$ cat src/rtl/bcd_seq.sv
// bcd_seq: sequential binary-to-BCD converter (shift-and-add-3, one input bit per clock).
// Converts a WIDTH-bit unsigned or two's-complement value into DIGITS packed BCD digits,
// reporting sign and whether the magnitude overflowed the available digits.
//
// Ports:
//   clk          clock, rising edge
//   rst_n        asynchronous active-low reset
//   start        conversion request, sampled only while idle
//   signed_mode  1 = din is two's complement, sampled with start
//   din          binary value, sampled with start
//   busy         conversion in progress
//   done         one-cycle pulse when digits/negative/overflow update
//   digits       BCD result, digit k at [4k+3:4k], digit 0 = units
//   negative     result is negative
//   overflow     magnitude >= 10^DIGITS; digits hold magnitude mod 10^DIGITS
module bcd_seq #(
    parameter int unsigned WIDTH  = 32,
    parameter int unsigned DIGITS = 10
) (
    input  logic                  clk,
    input  logic                  rst_n,
    input  logic                  start,
    input  logic                  signed_mode,
    input  logic [WIDTH-1:0]      din,
    output logic                  busy,
    output logic                  done,
    output logic [4*DIGITS-1:0]   digits,
    output logic                  negative,
    output logic                  overflow
);

    localparam int unsigned BCD_W = 4 * DIGITS;
    localparam int unsigned CNT_W = $clog2(WIDTH);

    typedef enum logic {
        IDLE  = 1'b0,
        SHIFT = 1'b1
    } state_t;

    state_t             state_q, state_d;
    logic [WIDTH-1:0]   mag_q, mag_d;
    logic [BCD_W-1:0]   bcd_q, bcd_d;
    logic               ovf_acc_q, ovf_acc_d;
    logic               sign_q, sign_d;
    logic [CNT_W-1:0]   cnt_q, cnt_d;
    logic [BCD_W-1:0]   digits_d;
    logic               negative_d;
    logic               overflow_d;
    logic               done_d;
    logic               busy_d;

    logic [BCD_W-1:0]   bcd_adj;
    logic [BCD_W-1:0]   bcd_shift;
    logic               carry_out;

    // Add-3 correction: every digit >= 5 is adjusted from its pre-shift value.
    always_comb begin
        bcd_adj = bcd_q;
        for (int k = 0; k < int'(DIGITS); k++) begin
            if (bcd_q[4*k +: 4] >= 4'd5) begin
                bcd_adj[4*k +: 4] = bcd_q[4*k +: 4] + 4'd3;
            end
        end
    end

    // Shift the next magnitude bit in; the bit leaving the top digit signals overflow.
    assign bcd_shift = {bcd_adj[BCD_W-2:0], mag_q[WIDTH-1]};
    assign carry_out = bcd_adj[BCD_W-1];

    // Next-state and next-output logic.
    always_comb begin
        state_d    = state_q;
        mag_d      = mag_q;
        bcd_d      = bcd_q;
        ovf_acc_d  = ovf_acc_q;
        sign_d     = sign_q;
        cnt_d      = cnt_q;
        digits_d   = digits;
        negative_d = negative;
        overflow_d = overflow;
        done_d     = 1'b0;
        busy_d     = 1'b0;

        case (state_q)
            IDLE: begin
                if (start) begin
                    // Negation of the most-negative value yields 2^(WIDTH-1), correct as unsigned.
                    if (signed_mode && din[WIDTH-1]) begin
                        mag_d = ~din + WIDTH'(1);
                    end else begin
                        mag_d = din;
                    end
                    sign_d    = signed_mode & din[WIDTH-1];
                    bcd_d     = '0;
                    ovf_acc_d = 1'b0;
                    cnt_d     = CNT_W'(WIDTH - 1);
                    state_d   = SHIFT;
                    busy_d    = 1'b1;
                end
            end
            SHIFT: begin
                bcd_d     = bcd_shift;
                mag_d     = {mag_q[WIDTH-2:0], 1'b0};
                ovf_acc_d = ovf_acc_q | carry_out;
                cnt_d     = cnt_q - CNT_W'(1);
                if (cnt_q == '0) begin
                    digits_d   = bcd_shift;
                    negative_d = sign_q;
                    overflow_d = ovf_acc_q | carry_out;
                    done_d     = 1'b1;
                    state_d    = IDLE;
                end else begin
                    busy_d = 1'b1;
                end
            end
            default: begin
                state_d = IDLE;
            end
        endcase
    end

    // State and output registers.
    always_ff @(posedge clk or negedge rst_n) begin
        if (!rst_n) begin
            state_q   <= IDLE;
            mag_q     <= '0;
            bcd_q     <= '0;
            ovf_acc_q <= 1'b0;
            sign_q    <= 1'b0;
            cnt_q     <= '0;
            digits    <= '0;
            negative  <= 1'b0;
            overflow  <= 1'b0;
            done      <= 1'b0;
            busy      <= 1'b0;
        end else begin
            state_q   <= state_d;
            mag_q     <= mag_d;
            bcd_q     <= bcd_d;
            ovf_acc_q <= ovf_acc_d;
            sign_q    <= sign_d;
            cnt_q     <= cnt_d;
            digits    <= digits_d;
            negative  <= negative_d;
            overflow  <= overflow_d;
            done      <= done_d;
            busy      <= busy_d;
        end
    end

endmodule
$ cat config.mk
export PLATFORM = sky130hd
export DESIGN_NAME = bcd_seq
export DESIGN_NICKNAME = d
export VERILOG_FILES = /design/src/rtl/bcd_seq.sv
export SDC_FILE = /design/constraint.sdc
export NUM_CORES = 1
export LEC_CHECK = 0
export ABC_CLOCK_PERIOD_IN_PS = 5200
export BUFFER_PORTS_ARGS = -buffer_cell sky130_fd_sc_hd__buf_2
export CAP_MARGIN = 20
export CORE_MARGIN = 5
export CORE_UTILIZATION = 35
export CTS_BUF_LIST = sky130_fd_sc_hd__clkbuf_8
export CTS_CLUSTER_DIAMETER = 120
export DETAILED_ROUTE_END_ITERATION = 16
export PLACE_DENSITY_LB_ADDON = 0.15
export SLEW_MARGIN = 10
export SYNTH_ARGS = -nofsm -noshare
export SYNTH_HDL_FRONTEND = slang
export SYNTH_SLANG_ARGS = --single-unit
$ cat constraint.sdc
create_clock -name clk -period 5.2 [get_ports clk]
set_input_delay 0.52 -clock clk [delete_from_list [all_inputs] [get_ports clk]]
set_output_delay 0.52 -clock clk [all_outputs]
set_load 0.1 [all_outputs]
==> flow_summary.yaml <==
synthesis:
  synthesis.nets: 776
  seq_area_frac_synth_pct: 46.4
  ys_ff_latch: 123
  syn_area_um2: 6640
  synth-edff-count: 0
  synth_flop_cell: "dfrtp_1"
  avgSynthCellArea_um2: 9.25
  postSynthCellCount: 718
  synth.distinct_cells: 54
  ys_warn_count: 0
  async_flop_share_pct: 100
clock_network:
  cts.clk_slew.worst_paths_ns: 0.07
  cts-root-buf: "clkbuf_8"
  post_cts_buffers: 0
  cts.path.max_buffers: 2
  clock-sinks: 123
  h-tree-depth: 4
  cts_tree: "done"
  clock_latency_ns: 0.44
  cts_made_buffers: 17
timing:
  slew_violations: 0
  rsz0062_at_grt: "false"
  setup_tns_ns: 0
  slew_headroom_pct: 35.8
  fin_hold_ws_ns: 0.387
  worst_pin_slew_ns: 0.959
  setup_viol: 0
  finClkSkew_ns: 0.0174
  fmax_mhz: 410
  finalHoldViolations: 0
  min_period_over_period_pct: 46.9
  post-route-min-period_ns: 2.44
global_route:
  grt_max_degree: 113
  gr-usage-all-layers_pct: 14.9
  antenna_found_initial: 0
  grt_pass1_vias: 5359
  grt-ovfl-total: 0
  grt_pass1_wl_mm: 26.6
outcome:
  status: "completed"
placed_design:
  placed_area_um2: 7220
  place.gp.congestion: 0.799
  dp_hpwl_mm: 10.8
  place_inst: 997
  io_buffers: 79
cells_and_area:
  diodes: 0
  most-common-layout-cells: "122 x dfrtp_1, 114 x nand2_1, 79 x o21ai_0, 78 x buf_2, 56 x a21oi_1"
  finalNonFillerCells: 1031
  area_delta_synth_final_pct: 15.8
  layout_commonest_cell: "dfrtp_1"
  final_area_um2: 7690
  fin_nets: 842
  drive_gt1_share_pct: 17.9
detailed_routing:
  final_antenna_net_count: 0
  drtPass1Iterations: 4
  drc: 0
  first_iter_violations: 212
  routed_wl_mm: 15.8
  vias: 5302
  viasPerCell: 5.14
  wl_per_cell_um: 15.3
setup_path:
  path_depth: 2
  required_ns: 4.68
  crit_type: "register to output port"
  critPathMaxStageDelay_ns: 0.60
  r2r_setup_slack_ns: 2.88
  rr_worst_depth: 5
  crit_fanout: 89
  crit_arrival_ns: 1.92
  path_delay_family: "buffers and inverters"
  worstPathBufferInverterCount: 2
  path_cells: "buf_16 -> buf_2"
  startpoint_type: "register"
  end_kind: "output port"
  cp_slowest_cell: "dfrtp_4"
power:
  switching_power_uw: 2520
  power_frac_clock_pct: 17.8
  p_sw_share_pct: 49.2
  pwr-share-seq_pct: 32.1
  ir_drop_uv: 208
  p_int_uw: 2600
  combPwrFrac_pct: 50.1
  pwr_density_cell_nw_per_um2: 666
  power_leakage_uw: 0.00348
hold_path:
  hold_depth: 3
  hp-class: "primary input to register"
floorplanning:
  fp.dieW_um: 148
  dieArea_um2: 21800
  ios: 80
  die_h_um: 148
  num_rows: 50
  start_util_pct: 35.5
  core_um2: 18700
run:
  drv_cap: 0
[power groups by stage]
| stage | logic (µW) | clock network [µW] | registers [µW] |
|---|---|---|---|
| detailed placement | 2550 | 0 | 1690 |
| finish | 2560 | 910 | 1650 |
| global placement | 2490 | 0 | 1680 |
| global route | 2800 | 980 | 1710 |
| CTS | 2560 | 938 | 1680 |
| floorplan | 1160 | 0 | 2540 |
[worst register-to-register path, delay by kind of cell, from the launching register on]
kind	cells	cell delay, ns
buf+inv	3	1.10
flops	1	0.61
mux	1	0.36
simple gates	1	0.13
[logic make-up after synthesis]
logic type                 Yosys count  synth area share [%]
buffers and inverters               67                  3.81
AOI/OAI and AO/OA                  199                  17.5
adders and majority gates           22                  4.15
muxes                               25                  3.94
xor gates and xnor gates            33                  4.35
and+or+nand+nor                    249                  19.8
DFF                                123                  46.4
[worst paths after layout]
check,end,start
worst min-delay path,mag_q[15]$_DFFE_PN0P_,din[15]
worst min register to register,mag_q[6]$_DFFE_PN0P_,mag_q[5]$_DFFE_PN0P_
min in group asynchronous,digits[31]$_DFFE_PN0P_,rst_n
worst max register to register,digits[22]$_DFFE_PN0P_,state_q$_DFF_PN0_
max in group asynchronous,state_q$_DFF_PN0_,rst_n
worst max-delay path,busy,state_q$_DFF_PN0_
[final cells by class]
cell class / count / area, µm²
clock buffer: 19 / 262
clock inverter: 13 / 166
fill: 1858 / 11000
inverter: 28 / 105
multi-input combinational: 528 / 3310
sequential: 123 / 3080
tap: 234 / 293
timing repair buffer: 86 / 473
[metal layers]
metal | track usage, % | vias to the layer above | routed length (µm)
met4 | 4.15 | 0 | 161
met5 | 0 | - | 0
met1 | 19.6 | 2515 | 7630
li1 | - | 2656 | -
met3 | 4.11 | 14 | 692
met2 | 24.4 | 117 | 7280
[stage by stage]
step | util [%] | total power, µW | setup WS, ns
floorplan | - | 3700 | 3.10
global placement | 38.6 | 4160 | 2.64
detailed placement | 38.6 | 4250 | 2.63
CTS | 41.0 | 5180 | 2.44
global route | 41.1 | 5490 | 2.66
finish | 41.1 | 5120 | 2.76
[Yosys cell counts, types with 2 or more instances]
cell type	number	share of area [%]
xnor2_1	15	2.0
o41ai_2	2	0.49
nor3_1	13	0.98
nor4_4	2	0.64
nor3b_1	33	3.7
o22ai_1	17	1.6
or3_1	6	0.57
mux2i_1	16	2.4
ha_1	22	4.1
mux2_2	9	1.5
buf_1	6	0.34
nor2b_1	3	0.28
clkbuf_1	32	1.8
nand2b_1	14	1.3
o21ai_0	79	6.0
nor4_2	4	0.75
or2_2	2	0.19
and2_1	7	0.66
dfrtp_1	123	46
nand4_1	4	0.38
a21o_1	9	1.0
nand3_1	12	0.90
a21oi_1	56	4.2
a31oi_1	4	0.38
a22o_1	6	0.79
xor2_1	18	2.4
nand2_1	114	6.4
nor2_1	22	1.2
inv_1	27	1.5
o21ai_1	3	0.23
o41ai_1	2	0.26
nand3b_1	3	0.34
nor4_1	3	0.28
o221ai_1	2	0.26
o31ai_1	9	1.0
[flip-flops by register name, summed over array words and instances (netlist names), 5 cells and up]
| signal | cells |
|---|---|
| mag_q | 32 |
| cnt_q | 5 |
| digits | 40 |
| bcd_q | 40 |
[timing repair]
item	4_1_cts	5_1_grt
resized for setup	0	0
hold buffers	1	0
hold endpoints to repair	26	0
No activity file was read; power rests on OpenSTA's default activity.
